[config.mk]
export PLATFORM = sky130hd
export DESIGN_NAME = top_level_module
export DESIGN_NICKNAME = d
export VERILOG_FILES = /design/src/rtl/top_level_module_pkg.sv /design/src/rtl/top_level_module_pe.sv /design/src/rtl/top_level_module.sv
export SDC_FILE = /design/constraint.sdc
export NUM_CORES = 1
export LEC_CHECK = 0
export ABC_AREA = 0
export CORE_ASPECT_RATIO = 1.2
export CORE_MARGIN = 2
export CORE_UTILIZATION = 28
export CTS_BUF_LIST = sky130_fd_sc_hd__clkbuf_8
export CTS_CLUSTER_DIAMETER = 60
export DETAILED_ROUTE_END_ITERATION = 16
export DONT_BUFFER_PORTS = 1
export PLACE_DENSITY = 0.37
export SYNTH_ARGS = -nofsm -noshare
export SYNTH_HDL_FRONTEND = slang
export SYNTH_SLANG_ARGS = --single-unit
[constraint.sdc]
create_clock -name clk -period 16.2 [get_ports clk]
set_input_delay 3.24 -clock clk [delete_from_list [all_inputs] [get_ports clk]]
set_output_delay 3.24 -clock clk [all_outputs]
set_load 0.01 [all_outputs]
[src/rtl/top_level_module_pkg.sv]
// Shared constants for the 2x2 weight-stationary array: opcodes, widths, weight ROM image.
package top_level_module_pkg;

  localparam int DATA_W     = 16;
  localparam int ACC_W      = 32;
  localparam int WMEM_DEPTH = 32;
  localparam int ADDR_W     = 5;
  localparam int ARRAY_N    = 2;

  localparam logic [2:0] OP_NOP         = 3'b000;
  localparam logic [2:0] OP_LOAD_ADDR   = 3'b001;
  localparam logic [2:0] OP_LOAD_WEIGHT = 3'b010;

  // Power-up / reset image of the weight memory.
  function automatic logic [DATA_W-1:0] weight_rom(input logic [ADDR_W-1:0] addr);
    case (addr)
      5'd15:   return 16'd1;
      5'd16:   return 16'd2;
      5'd17:   return 16'd3;
      5'd18:   return 16'd4;
      default: return '0;
    endcase
  endfunction

endpackage

[src/rtl/top_level_module_pe.sv]
// Weight-stationary MAC cell: registers a_in and psum_in + a_in*weight every cycle.
// Latency 1 cycle for both a and psum; free-running, no backpressure.
module processing_element
  import top_level_module_pkg::*;
(
  input  logic              clk,
  input  logic              reset,
  input  logic              load_w,
  input  logic [DATA_W-1:0] w_in,
  input  logic [DATA_W-1:0] a_in,
  input  logic [ACC_W-1:0]  psum_in,
  output logic [DATA_W-1:0] a_out,
  output logic [ACC_W-1:0]  psum_out
);

  logic [DATA_W-1:0] weight;
  logic [ACC_W-1:0]  prod;

  assign prod = ACC_W'(a_in) * ACC_W'(weight);

  always_ff @(posedge clk) begin
    if (reset) begin
      weight   <= '0;
      a_out    <= '0;
      psum_out <= '0;
    end else begin
      if (load_w) weight <= w_in;
      a_out    <= a_in;
      psum_out <= psum_in + prod;
    end
  end

endmodule

[src/rtl/top_level_module.sv]
// 2x2 systolic matrix-vector engine with weight ROM, two-entry accumulators and unified buffer.
// Results land t0+2..t0+4, buffer one cycle later; free-running, no backpressure.
module top_level_module
  import top_level_module_pkg::*;
(
  input  logic        clk,
  input  logic        reset,
  input  logic [15:0] instruction,
  input  logic        valid,
  input  logic [15:0] a_in1,
  input  logic [15:0] a_in2,
  output logic [31:0] acc1_mem_0,
  output logic [31:0] acc1_mem_1,
  output logic [31:0] acc2_mem_0,
  output logic [31:0] acc2_mem_1,
  output logic [31:0] unified_mem_0,
  output logic [31:0] unified_mem_1,
  output logic [31:0] unified_mem_2,
  output logic [31:0] unified_mem_3
);

  logic [2:0]        opcode;
  logic [ADDR_W-1:0] base_addr;
  logic [DATA_W-1:0] wmem [WMEM_DEPTH];
  logic              load_w;
  logic [DATA_W-1:0] a_row1, a_row2;
  logic [DATA_W-1:0] a11_out, a12_out, a21_out, a22_out;
  logic [ACC_W-1:0]  p11_out, p12_out, p21_out, p22_out;

  logic              started;
  logic [2:0]        cyc;
  logic [1:0]        ptr1, ptr2;
  logic [ACC_W-1:0]  acc1 [ARRAY_N];
  logic [ACC_W-1:0]  acc2 [ARRAY_N];
  logic [ACC_W-1:0]  unified [2*ARRAY_N];
  logic              unused_bits;

  assign opcode = instruction[15:13];
  assign load_w = (opcode == OP_LOAD_WEIGHT);
  assign a_row1 = valid ? a_in1 : '0;
  assign a_row2 = valid ? a_in2 : '0;
  assign unused_bits = ^{instruction[12:5], a12_out, a22_out};

  // Weight memory has no write port; reset restores the ROM image.
  always_ff @(posedge clk) begin
    if (reset) begin
      for (int i = 0; i < WMEM_DEPTH; i++) wmem[i] <= weight_rom(ADDR_W'(i));
    end
  end

  always_ff @(posedge clk) begin
    if (reset)                       base_addr <= '0;
    else if (opcode == OP_LOAD_ADDR) base_addr <= instruction[ADDR_W-1:0];
  end

  processing_element pe11 (.clk(clk), .reset(reset), .load_w(load_w), .w_in(wmem[base_addr]),
                           .a_in(a_row1), .psum_in('0), .a_out(a11_out), .psum_out(p11_out));
  processing_element pe12 (.clk(clk), .reset(reset), .load_w(load_w), .w_in(wmem[base_addr + 5'd1]),
                           .a_in(a11_out), .psum_in('0), .a_out(a12_out), .psum_out(p12_out));
  processing_element pe21 (.clk(clk), .reset(reset), .load_w(load_w), .w_in(wmem[base_addr + 5'd2]),
                           .a_in(a_row2), .psum_in(p11_out), .a_out(a21_out), .psum_out(p21_out));
  processing_element pe22 (.clk(clk), .reset(reset), .load_w(load_w), .w_in(wmem[base_addr + 5'd3]),
                           .a_in(a21_out), .psum_in(p12_out), .a_out(a22_out), .psum_out(p22_out));

  // cyc holds k during cycle t0+k; column 1 drains from k=2, column 2 one cycle later.
  always_ff @(posedge clk) begin
    if (reset) begin
      started <= 1'b0;
      cyc     <= '0;
      ptr1    <= '0;
      ptr2    <= '0;
      for (int i = 0; i < ARRAY_N; i++) begin
        acc1[i] <= '0;
        acc2[i] <= '0;
      end
      for (int i = 0; i < 2*ARRAY_N; i++) unified[i] <= '0;
    end else begin
      if (!started && valid) begin
        started <= 1'b1;
        cyc     <= 3'd1;
      end else if (started && cyc != 3'd7) begin
        cyc <= cyc + 3'd1;
      end
      if (started && cyc >= 3'd2 && ptr1 < 2'd2) begin
        acc1[ptr1[0]] <= p21_out;
        ptr1          <= ptr1 + 2'd1;
      end
      if (started && cyc >= 3'd3 && ptr2 < 2'd2) begin
        acc2[ptr2[0]] <= p22_out;
        ptr2          <= ptr2 + 2'd1;
      end
      unified[0] <= acc1[0];
      unified[1] <= acc1[1];
      unified[2] <= acc2[0];
      unified[3] <= acc2[1];
    end
  end

  assign acc1_mem_0    = acc1[0];
  assign acc1_mem_1    = acc1[1];
  assign acc2_mem_0    = acc2[0];
  assign acc2_mem_1    = acc2[1];
  assign unified_mem_0 = unified[0];
  assign unified_mem_1 = unified[1];
  assign unified_mem_2 = unified[2];
  assign unified_mem_3 = unified[3];

endmodule

==> run_results.csv <==
group,metric,value,unit
run_status,status,"complete, no violations",
power_and_ir_drop,pwr-share-seq,49.8,%
setup_path,required,16730,ps
hold_path,holdPathEnd,"acc1[0][16]",
clock_tree,tritoncts,"yes",
logic_synthesis,synth_area,21700,um^2
logic_synthesis,synthSimpleGateAreaFrac,18.2,%
timing,finalSetupViolCount,0,
clock_tree,post_cts_resize_count,0,
clock_tree,htreeDepth,3,
timing,rsz0062_at_grt,"no",
global_routing,grt_max_degree,288,
global_routing,grt_overflow,0,
finish,fill_cells,8107,
setup_path,crit_buf_inv,3,
clock_tree,clk_pin_slew_worst_paths,60,ps
finish,syn2layout_area_growth,11.4,%
global_routing,grt_pass1_vias,14804,
timing,skew,27.2,ps
logic_synthesis,synth_seq_area_share,36.6,%
routing,first_pass_iters,4,
power_and_ir_drop,p_clk_share,48.3,%
placement,portBuffers,0,
logic_synthesis,yosys_most_used_dff,"dfxtp_1",
logic_synthesis,avgSynthCellArea,9.34,um^2
timing,fmax,142,MHz
power_and_ir_drop,power.density,82.1,nW/um^2
hold_path,min_path_cells,2,
power_and_ir_drop,power,1.99,mW
timing,hold_violations,0,
finish,final_layout_size_suffix_gt1_share,7.31,%
timing,tightest_slew,890,ps
global_routing,antenna_found_initial,2,
logic_synthesis,yosysUniqueCellTypes,60,
routing,finalWirelength,54.7,mm
logic_synthesis,ys_ff_latch,397,
power_and_ir_drop,switching_share,23.0,%
placement,hpwl,41.9,mm
die,initial_utilization,28.4,%
placement,place.gp.congestion,0.758,
setup_path,crit_path_max_incr_delay,590,ps
setup_path,worstSetupPathType,"primary input to register",
finish,multi_input_area,12000,um^2
global_routing,grt_use_total,13.6,%
setup_path,start_kind,"primary input",
power_and_ir_drop,p_sw,457,uW
timing,finalCritPeriodShare,43.6,%
setup_path,timing.rr.end,"pe21.psum_out[20]",
logic_synthesis,ys_top_cells_by_area,"dfxtp_1, ha_1, fa_1",
routing,viasPerCell,4.28,
clock_tree,clock_path_buffers,3,
logic_synthesis,async_flop_share,0,%
logic_synthesis,synthTopCellsByCount,"dfxtp_1, inv_1, ha_1, nor2b_1, nand2_1",
logic_synthesis,synth.area.mux_share,2.93,%
global_routing,grt_first_pass_wirelength,85.6,mm
timing,drv_slew,0,
setup_path,path_cells,"and2_1 > nand2_1 > fa_1 > inv_1 > ha_1 > ha_1 > inv_1 > fa_1 > inv_1 > ha_1 > a211oi_1 > o21ai_1 > o2111ai_1 > nand2_1 > a311oi_1 > mux2_2",
setup_path,crit_fanout,87,
logic_synthesis,synth_warnings,0,
finish,seq_area,7950,um^2
logic_synthesis,synthAdderAreaFrac,25.1,%
die,row_count,111,
timing,period_minus_slack,7060,ps
die,die_h,309,um
routing,drc_errors,0,
routing,antenna_left,0,
setup_path,reg2reg_depth,17,
logic_synthesis,synth_top_family_by_area,"adder cells",
timing,setup_tns,0,ps
power_and_ir_drop,combPwrFrac,1.8,%
logic_synthesis,yosysTopAreaCellShare,36.6,%
setup_path,timing.rr.start,"pe21.weight[1]",
die,core_area,76700,um^2
die,die_w,258,um
logic_synthesis,synthCells,2329,
power_and_ir_drop,vdd_drop_max,41.3,uV
power_and_ir_drop,intPower,1.53,mW
clock_tree,clock-root-buffer,"clkbuf_8",
finish,final_nets,2760,
hold_path,hp-class,"register to register",
timing,maxSlewHeadroom,40.6,%
setup_path,crit_start,"valid",
clock_tree,postCtsSetupBuffers,0,
logic_synthesis,syn_nets,2761,
setup_path,cpLargestDelayFamily,"adder cells",
setup_path,crit_path_top_delay_cell,"fa_1",
logic_synthesis,synth-edff-count,0,
clock_tree,cts.sinks,397,
routing,wire_per_inst,16.1,um
logic_synthesis,yosysTopAreaCell,"dfxtp_1",
clock_tree,clk_latency,650,ps
power_and_ir_drop,leakagePower,12.2,nW
clock_tree,cts_hold_buf,0,
die,boundaryPins,307,
setup_path,end_kind,"register",
routing,vias,14539,
hold_path,hold_start,"pe21.psum_out[16]",
logic_synthesis,synth_compound_area_share,7.24,%
logic_synthesis,synth_xor_area_share,1.65,%
job,cap_violations,0,
die,dieArea,79900,um^2
setup_path,crit_arrival,7590,ps
setup_path,rrSetupSlack,11090,ps
routing,dr.first_iter.drc_count,490,
clock_tree,numCtsBuffers,72,
-- tightest hold or removal path: stages, from the launching register on --
cell and delay (ps):
dfxtp_1 310, nand2_1 50, a21oi_1 50
-- worst max-delay path by stage --
stage	to	slack (ps)	cells after the start
2_1_floorplan	pe21.psum_out[20]	8700	19
3_3_place_gp	pe21.psum_out[20]	8440	16
3_5_place_dp	pe21.psum_out[20]	8400	16
4_1_cts	pe21.psum_out[20]	9150	16
5_1_grt	pe21.psum_out[20]	8910	16
6_report	pe21.psum_out[20]	9140	16
-- kinds of logic after synthesis --
group | Yosys count
XOR/XNOR | 41
multiplexers | 57
flip-flops | 397
AND/OR/NAND/NOR | 735
AO/OA/AOI/OAI | 241
adder cells (fa/ha/maj) | 381
buffers and inverters | 477
-- metal layers --
layer | track usage, % | share of wire, % | vias up
met5 | 0 | 0 | -
met4 | 4.22 | 2.1 | 0
met1 | 16.7 | 45 | 6677
li1 | - | - | 7450
met3 | 4.78 | 8.0 | 86
met2 | 22.2 | 45 | 326
-- registers in the layout (all words and copies together), names as in the netlist, 2 cells and up --
name           flops
unified          128
pe12.psum_out     20
pe21.psum_out     22
pe22.weight        3
pe21.a_out        16
ptr2               2
pe21.weight        3
pe11.weight        3
acc1              64
pe11.psum_out     20
pe22.psum_out     22
ptr1               2
cyc                3
pe12.weight        3
base_addr          5
pe11.a_out        16
acc2              64
-- power groups by stage --
stage          registers (mW)  logic, mW  clock network (mW)
3_5_place_dp             1.01     0.0380                   0
5_1_grt                 0.992     0.0432                1.05
4_1_cts                 0.992     0.0386                1.01
6_report                0.991     0.0368               0.961
2_1_floorplan            1.01     0.0396                   0
3_3_place_gp             1.01     0.0385                   0
-- placed cells by master, fill, tap and decap left out, types with 32 or more instances in the layout --
master,count
nor2_1,98
ha_1,289
inv_1,417
dfxtp_1,397
a21o_1,32
mux2_2,49
clkbuf_8,90
nor2b_1,177
and2_1,141
a21oi_1,90
nand2_1,156
and3_1,94
fa_1,92
-- layout make-up --
type | instances | share of cell area [%]
well taps | 1017 | 5.25
clock buffers | 90 | 5.11
clock inverters | 35 | 0.961
multi-input cells | 1455 | 49.6
flip-flops and latches | 397 | 32.8
inverters | 397 | 6.15
diodes | 1 | 0.0103
repair buffers | 5 | 0.155
-- through the flow --
step | instance area, um^2 | worst slack, ps | hold slack [ps] | cells | util, %
floorplan | 21700 | 8700 | 417 | 2329 | -
global placement | 22800 | 8440 | 430 | 3271 | 29.7
detailed placement | 22800 | 8400 | 443 | 3271 | 29.7
CTS | 24200 | 9150 | 441 | 3396 | 31.6
global route | 24200 | 8910 | 476 | 3397 | 31.6
finish | 24200 | 9140 | 446 | 3397 | 31.6
No activity file was read; power rests on OpenSTA's default activity.
